<file path="config.mk">
export PLATFORM = sky130hd
export DESIGN_NAME = mac_seq_ctrl_flat
export DESIGN_NICKNAME = d
export VERILOG_FILES = /design/src/rtl/mac_seq_pkg.sv /design/src/rtl/mac_seq_ctrl_if.sv /design/src/rtl/mac_seq_ctrl.sv /design/src/flat_wrapper.sv
export SDC_FILE = /design/constraint.sdc
export NUM_CORES = 1
export LEC_CHECK = 0
export BUFFER_PORTS_ARGS = -buffer_cell sky130_fd_sc_hd__buf_2
export CAP_MARGIN = 20
export CORE_MARGIN = 2
export CORE_UTILIZATION = 39
export CTS_CLUSTER_SIZE = 20
export DETAILED_ROUTE_END_ITERATION = 10
export PLACE_DENSITY_LB_ADDON = 0.1
export SYNTH_ARGS = -nofsm -noshare
export SYNTH_HDL_FRONTEND = slang
export SYNTH_SLANG_ARGS = --single-unit
</file>
<file path="constraint.sdc">
create_clock -name clk -period 1.8 [get_ports clk]
set_clock_uncertainty 0.15 [all_clocks]
set_input_delay 0.36 -clock clk [delete_from_list [all_inputs] [get_ports clk]]
set_output_delay 0.36 -clock clk [all_outputs]
set_load 0.1 [all_outputs]
</file>
<file path="src/rtl/mac_seq_pkg.sv">
// Shared definitions for the MAC sequencer: default widths, FSM state
// encodings and the result saturation limits.
package mac_seq_pkg;

  localparam int OWIDTH_DEF = 8;
  localparam int AWIDTH_DEF = 27;
  localparam int RWIDTH_DEF = 16;
  localparam int CWIDTH_DEF = 10;

  // Sequencer states: plain 3-bit constants so the encoding stays visible
  // in waveforms and legacy netlists.
  typedef logic [2:0] state_t;
  localparam state_t ST_IDLE    = 3'd0;
  localparam state_t ST_CLEAR   = 3'd1;
  localparam state_t ST_ACCUM   = 3'd2;
  localparam state_t ST_CAPTURE = 3'd3;
  localparam state_t ST_OUT     = 3'd4;

  // Largest signed value representable in rw bits.
  function automatic longint sat_hi(input int rw);
    return (64'sd1 <<< (rw - 1)) - 64'sd1;
  endfunction

  // Smallest signed value representable in rw bits.
  function automatic longint sat_lo(input int rw);
    return -(64'sd1 <<< (rw - 1));
  endfunction

endpackage

</file>
<file path="src/rtl/mac_seq_ctrl_if.sv">
// Bus bundle between the MAC sequencer and its surroundings: command
// channel, operand stream, MAC control/result and the result channel.
// slave  = sequencer view, master = environment view (command source,
// operand fetch, the MAC itself and the result sink).
interface mac_seq_ctrl_if #(
  parameter int OWIDTH = 8,
  parameter int AWIDTH = 27,
  parameter int RWIDTH = 16,
  parameter int CWIDTH = 10
);
  logic                     cmd_valid;
  logic                     cmd_ready;
  logic [CWIDTH-1:0]        cmd_len;
  logic                     in_valid;
  logic                     in_ready;
  logic signed [OWIDTH-1:0] in_a;
  logic signed [OWIDTH-1:0] in_b;
  logic signed [OWIDTH-1:0] mac_a;
  logic signed [OWIDTH-1:0] mac_b;
  logic                     mac_acc_en;
  logic                     mac_clr;
  logic signed [AWIDTH-1:0] mac_result;
  logic                     res_valid;
  logic                     res_ready;
  logic [RWIDTH-1:0]        res_data;

  modport slave (
    input  cmd_valid, cmd_len, in_valid, in_a, in_b, mac_result, res_ready,
    output cmd_ready, in_ready, mac_a, mac_b, mac_acc_en, mac_clr,
           res_valid, res_data
  );

  modport master (
    output cmd_valid, cmd_len, in_valid, in_a, in_b, mac_result, res_ready,
    input  cmd_ready, in_ready, mac_a, mac_b, mac_acc_en, mac_clr,
           res_valid, res_data
  );
endinterface

</file>
<file path="src/rtl/mac_seq_ctrl.sv">
// Dot-product sequencer for one registered-operand MAC slice.
// Accepts a length-N command, clears the MAC, streams N operand pairs into
// it, captures the sum and presents it on a valid/ready result port.
// Optional feature: define MACSEQ_SAT_EN to saturate the captured sum to
// the result width instead of truncating it.
module mac_seq_ctrl
  import mac_seq_pkg::*;
#(
  parameter int RWIDTH = RWIDTH_DEF,
  parameter int CWIDTH = CWIDTH_DEF
) (
  input  logic           clk,
  input  logic           reset,
  mac_seq_ctrl_if.slave  bus
);

  state_t            state_q, state_d;
  logic [CWIDTH-1:0] cnt_q, cnt_d;
  logic              res_valid_q, res_valid_d;
  logic [RWIDTH-1:0] res_data_q, res_data_d;
  logic              cmd_ready_q, cmd_ready_d;
  logic              in_ready_q, in_ready_d;
  logic              mac_clr_q, mac_clr_d;
  logic [RWIDTH-1:0] res_capt_s;

`ifdef MACSEQ_SAT_EN
  longint res_ext_s;
  longint res_lim_s;

  // Clamp the MAC sum into the signed result range before capture.
  always_comb begin
    res_ext_s = longint'($signed(bus.mac_result));
    if (res_ext_s > sat_hi(RWIDTH)) begin
      res_lim_s = sat_hi(RWIDTH);
    end else if (res_ext_s < sat_lo(RWIDTH)) begin
      res_lim_s = sat_lo(RWIDTH);
    end else begin
      res_lim_s = res_ext_s;
    end
    res_capt_s = RWIDTH'(res_lim_s);
  end
`else
  // Keep only the low result bits; overflow wraps.
  assign res_capt_s = RWIDTH'(bus.mac_result);
`endif

  // Sequencer next state, remaining-pair count and result register updates.
  always_comb begin
    state_d     = state_q;
    cnt_d       = cnt_q;
    res_valid_d = res_valid_q;
    res_data_d  = res_data_q;
    case (state_q)
      ST_IDLE: begin
        if (bus.cmd_valid) begin
          cnt_d   = bus.cmd_len;
          state_d = ST_CLEAR;
        end else begin
          state_d = ST_IDLE;
        end
      end
      ST_CLEAR: begin
        if (cnt_q != {CWIDTH{1'b0}}) begin
          state_d = ST_ACCUM;
        end else begin
          state_d = ST_CAPTURE;
        end
      end
      ST_ACCUM: begin
        if (bus.in_valid) begin
          cnt_d = cnt_q - {{(CWIDTH-1){1'b0}}, 1'b1};
          if (cnt_q == {{(CWIDTH-1){1'b0}}, 1'b1}) begin
            state_d = ST_CAPTURE;
          end else begin
            state_d = ST_ACCUM;
          end
        end else begin
          state_d = ST_ACCUM;
        end
      end
      ST_CAPTURE: begin
        res_data_d  = res_capt_s;
        res_valid_d = 1'b1;
        state_d     = ST_OUT;
      end
      ST_OUT: begin
        if (bus.res_ready) begin
          res_valid_d = 1'b0;
          state_d     = ST_IDLE;
        end else begin
          state_d     = ST_OUT;
        end
      end
      default: begin
        cnt_d       = {CWIDTH{1'b0}};
        res_valid_d = 1'b0;
        state_d     = ST_IDLE;
      end
    endcase
  end

  // Handshake/control outputs decoded from the upcoming state so they leave
  // the block straight from flops.
  always_comb begin
    cmd_ready_d = (state_d == ST_IDLE);
    in_ready_d  = (state_d == ST_ACCUM);
    mac_clr_d   = (state_d == ST_CLEAR);
  end

  // State and output registers; reset drops any command in flight.
  always_ff @(posedge clk or negedge reset) begin
    if (!reset) begin
      state_q     <= ST_IDLE;
      cnt_q       <= {CWIDTH{1'b0}};
      res_valid_q <= 1'b0;
      res_data_q  <= {RWIDTH{1'b0}};
      cmd_ready_q <= 1'b1;
      in_ready_q  <= 1'b0;
      mac_clr_q   <= 1'b0;
    end else begin
      state_q     <= state_d;
      cnt_q       <= cnt_d;
      res_valid_q <= res_valid_d;
      res_data_q  <= res_data_d;
      cmd_ready_q <= cmd_ready_d;
      in_ready_q  <= in_ready_d;
      mac_clr_q   <= mac_clr_d;
    end
  end

  // Operands go straight to the MAC; it only latches them on acc_en, which
  // must track the live in_valid to let the producer stall.
  assign bus.mac_a      = bus.in_a;
  assign bus.mac_b      = bus.in_b;
  assign bus.mac_acc_en = bus.in_valid & in_ready_q;
  assign bus.mac_clr    = mac_clr_q;
  assign bus.cmd_ready  = cmd_ready_q;
  assign bus.in_ready   = in_ready_q;
  assign bus.res_valid  = res_valid_q;
  assign bus.res_data   = res_data_q;

endmodule

</file>
<file path="src/flat_wrapper.sv">
// flat-port wrapper written by rule: the top's interface ports become plain ports
module mac_seq_ctrl_flat import mac_seq_pkg::*;
#(
  parameter int RWIDTH = RWIDTH_DEF,
  parameter int CWIDTH = CWIDTH_DEF
)
  (clk, reset, bus_cmd_valid, bus_cmd_len, bus_in_valid, bus_in_a, bus_in_b, bus_mac_result, bus_res_ready, bus_cmd_ready, bus_in_ready, bus_mac_a, bus_mac_b, bus_mac_acc_en, bus_mac_clr, bus_res_valid, bus_res_data);
  mac_seq_ctrl_if #(.RWIDTH(RWIDTH), .CWIDTH(CWIDTH)) bus_i ();
  input  logic clk;
  input  logic reset;
  input wire logic [$bits(bus_i.cmd_valid)-1:0] bus_cmd_valid;
  input wire logic [$bits(bus_i.cmd_len)-1:0] bus_cmd_len;
  input wire logic [$bits(bus_i.in_valid)-1:0] bus_in_valid;
  input wire logic [$bits(bus_i.in_a)-1:0] bus_in_a;
  input wire logic [$bits(bus_i.in_b)-1:0] bus_in_b;
  input wire logic [$bits(bus_i.mac_result)-1:0] bus_mac_result;
  input wire logic [$bits(bus_i.res_ready)-1:0] bus_res_ready;
  output wire logic [$bits(bus_i.cmd_ready)-1:0] bus_cmd_ready;
  output wire logic [$bits(bus_i.in_ready)-1:0] bus_in_ready;
  output wire logic [$bits(bus_i.mac_a)-1:0] bus_mac_a;
  output wire logic [$bits(bus_i.mac_b)-1:0] bus_mac_b;
  output wire logic [$bits(bus_i.mac_acc_en)-1:0] bus_mac_acc_en;
  output wire logic [$bits(bus_i.mac_clr)-1:0] bus_mac_clr;
  output wire logic [$bits(bus_i.res_valid)-1:0] bus_res_valid;
  output wire logic [$bits(bus_i.res_data)-1:0] bus_res_data;
  assign bus_i.cmd_valid = bus_cmd_valid;
  assign bus_i.cmd_len = bus_cmd_len;
  assign bus_i.in_valid = bus_in_valid;
  assign bus_i.in_a = bus_in_a;
  assign bus_i.in_b = bus_in_b;
  assign bus_i.mac_result = bus_mac_result;
  assign bus_i.res_ready = bus_res_ready;
  assign bus_cmd_ready = bus_i.cmd_ready;
  assign bus_in_ready = bus_i.in_ready;
  assign bus_mac_a = bus_i.mac_a;
  assign bus_mac_b = bus_i.mac_b;
  assign bus_mac_acc_en = bus_i.mac_acc_en;
  assign bus_mac_clr = bus_i.mac_clr;
  assign bus_res_valid = bus_i.res_valid;
  assign bus_res_data = bus_i.res_data;
  mac_seq_ctrl #(.RWIDTH(RWIDTH), .CWIDTH(CWIDTH)) u_core (.clk(clk), .reset(reset), .bus(bus_i));
endmodule
</file>
# Yosys cells after proc, flatten, opt, wreduce, memory -nomap -nowiden
# Index checks and enable logic that the tools add are counted.
# op_classes
add_sub_neg,1
eq_ne,10
mux,11
n_bitwise,3
reduce_logical,7
# ops
operator,n
case mux 10 bit (3 select lines),1
two-way mux 10 bit,2
case mux 3 bit (5 select lines),1
"== test 10 x 1 -> 1 bit, second input constant",1
nonzero test 10 bit,1
"subtractor 10 x 1 -> 10 bit, second input constant",1
"== test 3 x 2 -> 1 bit, second input constant",3
"== test 3 x 1 -> 1 bit, second input constant",2
logical NOT 3 bit,2
"inequality test 2 bit, second input constant",3
OR reduction 3 bit,2
two-way mux 1 bit,5
"== test 3 bit, second input constant",1
two-way mux 3 bit,1
case mux 1 bit (3 select lines),1
AND reduction 3 bit,1
NOT 1 bit,2
AND reduction 2 bit,1
bitwise AND 1 bit,1
# totals
reg_bits,33
in_bits,58
output_inout_bits,37
wordCells,39

# Depth between registers and ports, before layout
# Gate-level depths: netlist (run 1).
# depth
word_depth,5
mapped_depth,6
mapped_depth_nobuf,6

# Worst setup path before layout (run 1)
# OpenSTA, ideal clock, no wires.
# synth_timing
kind,reg-to-output
startpoint,register u_core.in_ready_q (netlist: u_core.bus.in_ready)
endpoint,output bus_mac_acc_en
t_arrival_ns,1.762
required_ns,1.290
setup_slack_ns,-0.472
path_stages_with_launch,2
n_path_buf,0
path_cell_list,dfrtp_1 and2_1
# synth_via
elab_chain_len,1
# synth_lines
element,line,text
from (decl),mac_seq_ctrl.sv:22,"logic in_ready_q, in_ready_d;"
from (signal assigned),mac_seq_ctrl.sv:126,in_ready_q <= in_ready_d;
bitwise AND 1 bit,mac_seq_ctrl.sv:135,assign bus.mac_acc_en = bus.in_valid & in_ready_q;
to (decl),flat_wrapper.sv:22,output wire logic [$bits(bus_i.mac_acc_en)-1:0] bus_mac_acc_en;
# No other way between the ends.

# Worst setup path in the final report (run 1)
# layout_timing
startpoint,register u_core.cnt_q[3]
endpoint,register u_core.cnt_q[9]
# layout_via
elab_chain_len,3
# layout_lines
element,line,text
from (decl),mac_seq_ctrl.sv:18,"logic [CWIDTH-1:0] cnt_q, cnt_d;"
from (signal assigned),mac_seq_ctrl.sv:114,cnt_q <= {CWIDTH{1'b0}};
from (signal assigned),mac_seq_ctrl.sv:122,cnt_q <= cnt_d;
subtractor 10 x 1 -> 10 bit,mac_seq_ctrl.sv:71,"cnt_d = cnt_q - {{(CWIDTH-1){1'b0}}, 1'b1};"
two-way mux 10 bit,mac_seq_ctrl.sv:70,if (bus.in_valid) begin
case mux 10 bit (3 select lines),mac_seq_ctrl.sv:53,case (state_q)
# No other way between the ends. The select of a mux whose other input is x is not followed.
# A chain may end at the register's enable or synchronous reset.

==> results of run 1 <==
[final cells by class]
type,instances,area share
Multi-Input combinational cell,89,0.319
Tap cell,50,0.0285
Sequential cell,33,0.378
Clock buffer,7,0.0394
Timing Repair Buffer,74,0.210
Inverter,6,0.0103
Clock inverter,1,0.0137
[flip-flops by register name, summed over array words and instances (netlist names)]
register              cells
u_core.cnt_q             10
u_core.bus.cmd_ready      1
u_core.bus.res_data      16
u_core.bus.in_ready       1
u_core.bus.res_valid      1
u_core.state_q            3
u_core.bus.mac_clr        1
[cells by family (layout without fill, tap and decap cells)]
group | count (synthesis) | after routing
fa+ha+maj | 2 | 2
simple gates | 32 | 32
buf+inv | 28 | 88
compound gates | 38 | 38
flops | 33 | 33
xor+xnor | 1 | 1
mux | 16 | 16
[metrics by stage]
step	setup slack, ns	utilization
finish	0.0223	0.541
global route	-0.0575	0.541
CTS	0.0210	0.530
detailed placement	-0.0114	0.497
global placement	0.0628	0.497
floorplan	0.0725	-
[layout by cell type (no fill, tap or decap), types with 2 or more instances in the layout]
| cell | instances |
|---|---|
| sky130_fd_sc_hd__a22oi_1 | 2 |
| sky130_fd_sc_hd__clkbuf_8 | 6 |
| sky130_fd_sc_hd__nor3b_1 | 3 |
| sky130_fd_sc_hd__dfrtp_1 | 30 |
| sky130_fd_sc_hd__nor4b_2 | 2 |
| sky130_fd_sc_hd__nand2_1 | 3 |
| sky130_fd_sc_hd__nor3_2 | 2 |
| sky130_fd_sc_hd__a21oi_1 | 7 |
| sky130_fd_sc_hd__o21ai_0 | 14 |
| sky130_fd_sc_hd__o2bb2ai_1 | 3 |
| sky130_fd_sc_hd__buf_4 | 20 |
| sky130_fd_sc_hd__buf_12 | 2 |
| sky130_fd_sc_hd__dfrtp_2 | 2 |
| sky130_fd_sc_hd__a32oi_1 | 4 |
| sky130_fd_sc_hd__buf_2 | 50 |
| sky130_fd_sc_hd__mux2_2 | 16 |
| sky130_fd_sc_hd__nor3_1 | 5 |
| sky130_fd_sc_hd__inv_1 | 5 |
| sky130_fd_sc_hd__nor2_1 | 7 |
[timing repair]
item                       4_1_cts  5_1_grt
buffers inserted                 0        1
setup endpoints to repair        1        7
hold endpoints to repair        15        0
hold buffers                     1        0
resized for setup                1        9
cloned                           0        0
pin swaps                        0        5
[worst max-delay path by stage]
stage                        startpoint             endpoint  slack, ns  depth (start not counted)
floorplan           u_core.bus.in_ready       bus_mac_acc_en       0.07                          1
global placement        u_core.cnt_q[0]      u_core.cnt_q[9]       0.06                          4
detailed placement      u_core.cnt_q[0]  u_core.bus.in_ready      -0.01                          6
CTS                     u_core.cnt_q[0]      u_core.cnt_q[7]       0.02                          4
global route            u_core.cnt_q[3]      u_core.cnt_q[9]      -0.06                          4
finish                  u_core.cnt_q[3]      u_core.cnt_q[9]       0.02                          4
[per-layer routing]
layer / vias to the layer above / GRT usage / part of all wire
met2: 61 / 0.262 / 0.49
met4: 0 / 0.0632 / 0.010
met3: 12 / 0.0581 / 0.077
met5: - / 0 / 0
met1: 660 / 0.197 / 0.42
li1: 646 / - / -
==> qor.csv, run 1 <==
metric,value,unit
multi-input combinational cell area,701,um2
routed length per placed instance,15.1,um
number of nets in the finished design,269,
Main synth FF type,sky130_fd_sc_hd__dfrtp_1,
buffer type at the clock tree root,sky130_fd_sc_hd__clkbuf_8,
routed vias/inst,5.30,
number of cells on the worst reg-to-reg path,4,
crit path launch type,flop,
Slew headroom,0.673,
antenna cells,0,
Mapped Cells,150,
Post-route DRC,0,
WHS Path Cells,2,
leading post-synthesis cells by cell area,"sky130_fd_sc_hd__dfrtp_1, sky130_fd_sc_hd__mux2_2, sky130_fd_sc_hd__buf_4",
outcome,completed,
area fraction in compound gates after synthesis,0.153,
number of input and output port buffers inserted,51,
fraction of synthesized cell area taken by the top area cell type,0.481,
total buffers and inverters traversed by the critical path,0,
global placer's final weighted congestion,0.837,
maximum clock path buffer count,2,
first-pass GRT wire length,6290,um
most common cell in the netlist,sky130_fd_sc_hd__dfrtp_1,
die width,69.3,um
fmax,563,MHz
HPWL after DPL,2900,um
max-slew violation count,0,
top cell types by occurrence after synthesis,"sky130_fd_sc_hd__dfrtp_1, sky130_fd_sc_hd__buf_4, sky130_fd_sc_hd__mux2_2",
Reg2Reg Capture Point,u_core.cnt_q[9],
Final min period,1.78,ns
Worst Hold Slack,0.166,ns
number of sinks handled by clock tree synthesis,33,
start point of the worst min-delay path,bus_mac_result[14],
Initial Util,0.410,
"EDFF count, synth",0,
final hold violations,0,
parity-gate share of the synthesized area counting xor and xnor cells,0.00526,
slew at the pin closest to its max-slew limit,0.494,ns
detailed-route via count,1379,
core box area,4060,um2
count of unique library cells instantiated by Yosys,36,
share of cell area taken by muxes after synthesis,0.108,
highest fanout seen on the critical path,4,
Critical-path top delay cell,sky130_fd_sc_hd__or4_4,
pin count of the biggest net entering global routing,19,
"arithmetic-cell share of the synthesized area counting full adders, half adders and majority gates",0.0150,
I/O pins,95,
largest family of logic cells by synthesized area,compound AO/OA/AOI/OAI gates,
via count of the first global-routing pass,1383,
post-CTS clock slew at the launch and capture registers of the worst setup and hold paths,0.07,ns
CP Capture Type,flop,
share of cells above drive strength 1,0.533,
vertical die dimension,69.3,um
initial antenna violation count,0,
Total Neg Setup Slack,0,ns
type of the most critical hold path,primary input to flop,
register area,830,um2
biggest area consumer among synthesized cells,sky130_fd_sc_hd__dfrtp_1,
DRT iter0 DRCs,152,
part of the Yosys area used for sequential elements,0.497,
total grt overflow,0,
number of CTS-inserted buffers,5,
Cell Rows,23,
filler instances,361,
die area,4810,um2
detailed-routing iteration count for the pre-antenna-repair pass,4,
Avg Inst Size Synth,11.1,um2
delay of the slowest cell on the worst path,0.59,ns
number of warnings issued by yosys,0,
net count after synthesis,210,
final design area excluding fillers,2190,um2
data arrival time of the worst path,1.78,ns
reg-to-reg critical path startpoint,u_core.cnt_q[3],
H-tree lvl count,2,
aggregate global-route resource usage,0.162,
"antenna viol nets, final",0,
async set-reset flop share out of synthesis,1.00,
RSZ-0062 raised after global routing,true,
CTS tree,done,
period utilization,0.988,
number of instances in the placed design,250,
worst-skew pair later-pin latency,0.27,ns
Crit path max-delay family,simple AND/OR/NAND/NOR gates,
layout overhead on the synthesized area,31.7,%
max cap viols,0,
required arrival time at the worst endpoint,1.81,ns
simple-gate portion of the synthesized area,0.116,
worst setup path class,flop to flop,
standard cell area after detailed placement,2020,um2
"Cell Chain, Critical Path",or4_4 > nor4_2 > o21ai_0 > o2bb2ai_1,
Non-Filler Instances,260,
final setup violation count,0,
minimum setup slack among reg-to-reg paths,0.02,ns
count of state elements after synthesis,33,
hold path endpoint,u_core.bus.res_data[14],
area of the mapped netlist,1670,um2
wire length after detailed routing,3920,um
Power of run 1 is not shown: default switching activity piles up to over one toggle a cycle in this logic, so the estimate is an artifact.
==> inputs of run 2 (changes only) <==
CELL_PAD_IN_SITES_DETAIL_PLACEMENT = 1   (was unset)
CELL_PAD_IN_SITES_GLOBAL_PLACEMENT = 1   (was unset)
CORE_UTILIZATION = 29   (was 39)
SETUP_SLACK_MARGIN = 0.4   (was unset)
SLEW_MARGIN = 10   (was unset)
==> run 2 against run 1 <==
  * Flip-flop and latch count did not move
  * Core utilization decreased by 2.0 points
  * Cell count grew 15%
  * Die area is 32% higher
  * Hold slack got worse by 0.014 ns
  * Critical path type unchanged
==> qor.csv, run 2 (same netlist as run 1, synthesis figures left out) <==
metric,value,unit,change
pin count of the biggest net entering global routing,20,,+1
antenna cells,0,,unchanged
"leading cell type in the layout, fill and taps excluded",sky130_fd_sc_hd__buf_2,,
share of cells above drive strength 1,0.708,,+0.175
Crit path max-delay family,flip-flops,,
outcome,completed,,
most frequent cells in the layout,"sky130_fd_sc_hd__buf_2, sky130_fd_sc_hd__buf_4, sky130_fd_sc_hd__buf_12",,
CTS tree,done,,
Routed met1 length,2260,um,+36%
number of nets in the finished design,285,,+5.9%
met2 WL post-DR,2510,um,+31%
Cell Rows,27,,+17%
routed length per placed instance,17.3,um,+15%
"antenna viol nets, final",0,,unchanged
layout overhead on the synthesized area,73.2,%,
wire length after detailed routing,5160,um,+32%
Post-route DRC,0,,unchanged
routed length on met3,252,um,-17%
HPWL after DPL,3270,um,+13%
crit path launch type,flop,,
total grt overflow,0,,unchanged
final setup violation count,0,,unchanged
reg-to-reg critical path startpoint,u_core.state_q[1],,
slew at the pin closest to its max-slew limit,0.387,ns,-0.107 ns
aggregate global-route resource usage,0.170,,+0.00839
die area,6360,um2,+32%
Final min period,1.71,ns,-0.0688 ns
number of input and output port buffers inserted,51,,unchanged
vertical die dimension,79.8,um,+15%
delay of the slowest cell on the worst path,0.45,ns,-0.14 ns
number of flip-flops in the largest register,16,,unchanged
highest metal layer with signal wires,met4,,
maximum clock path buffer count,2,,unchanged
Slew headroom,0.742,,+0.0689
via count of the first global-routing pass,1673,,+21%
H-tree lvl count,2,,unchanged
worst setup path start,u_core.state_q[1],,
max cap viols,0,,unchanged
buffer type at the clock tree root,sky130_fd_sc_hd__clkbuf_8,,
type of the most critical hold path,primary input to flop,,
Total Neg Setup Slack,0,ns,unchanged
required arrival time at the worst endpoint,1.81,ns,about the same
Initial Util,0.301,,-0.110
start point of the worst min-delay path,bus_mac_result[11],,
CP Capture Type,flop,,
global placer's final weighted congestion,0.774,,-7.4%
Critical-path top delay cell,sky130_fd_sc_hd__dfrtp_2,,
RSZ-0062 raised after global routing,true,,
worst-skew pair later-pin latency,0.29,ns,+0.02 ns
die width,79.8,um,+15%
number of CTS-inserted buffers,5,,unchanged
post-CTS clock slew at the launch and capture registers of the worst setup and hold paths,0.07,ns,about the same
final hold violations,0,,unchanged
total buffers and inverters traversed by the critical path,2,,+2
"Cell Chain, Critical Path",nor4b_4 > buf_4 > a311oi_4 > buf_12 > o21ai_0 > o21ai_1,,
worst setup path class,flop to flop,,
minimum setup slack among reg-to-reg paths,0.09,ns,+0.07 ns
first-pass GRT wire length,8330,um,+32%
detailed-routing iteration count for the pre-antenna-repair pass,4,,unchanged
DRT iter0 DRCs,44,,-71%
core box area,5540,um2,+37%
fmax,585,MHz,+4.0%
I/O pins,95,,unchanged
number of sinks handled by clock tree synthesis,33,,unchanged
detailed-route via count,1475,,+7.0%
data arrival time of the worst path,1.72,ns,-0.06 ns
routed vias/inst,4.95,,-6.7%
highest fanout seen on the critical path,17,,+13
initial antenna violation count,0,,unchanged
max-slew violation count,0,,unchanged
period utilization,0.949,,-0.0382
==> run 2: cell types whose count changed in the layout (fill, tap and decap cells not counted), sizes merged <==
cell    before  now
buf         73   88
bufinv       1    0
or3b         1    2
clkinv       0    1
==> run 2: path summary, 6_finish.rpt <==
path	to	cells past startpoint
worst max register to register	u_core.cnt_q[2]	6
worst max-delay path	u_core.cnt_q[2]	6
worst min-delay path	u_core.bus.res_data[11]	2
max in group asynchronous	u_core.bus.res_data[15]	3
min in group asynchronous	u_core.bus.res_data[2]	2
worst min register to register	u_core.cnt_q[9]	1
==> run 2: layer usage <==
| layer | GRT usage | vias up |
|---|---|---|
| met3 | 0.0351 | 29 |
| met1 | 0.210 | 721 |
| met4 | 0.0847 | 0 |
| met2 | 0.282 | 40 |
| met5 | 0 | - |
| li1 | - | 685 |
==> run 2: metrics by stage <==
| stage | cell area [um2] | hold WS [ns] | std cells | utilization | setup slack [ns] |
|---|---|---|---|---|---|
| 5_1_grt | 2880 | 0.150 | 298 | 0.521 | 0.0196 |
| 3_5_place_dp | 2100 | 0.156 | 267 | 0.379 | 0.0484 |
| 4_1_cts | 2590 | 0.145 | 291 | 0.468 | 0.146 |
| 3_3_place_gp | 2100 | 0.148 | 267 | 0.379 | 0.0655 |
| 2_1_floorplan | 1770 | -0.0856 | 150 | - | 0.178 |
| 6_report | 2880 | 0.152 | 298 | 0.521 | 0.0910 |
==> run 2: layout make-up <==
class,count,area [um2]
repair buffers,89,941
clock buffers,7,96.3
well taps,72,90.1
multi-input cells,90,876
flip-flops and latches,33,853
inverters,6,22.5
clock inverters,1,5.00
fillers,579,2660
==> run 2: repair_timing <==
item,CTS,global route
gates cloned,2,0
hold endpoints to repair,13,0
hold buffers,1,0
pin swaps,11,6
gates resized for setup,73,59
buffers inserted,13,7
endpoints found under the setup margin,49,49
Power of run 2 is left out for the same reason.
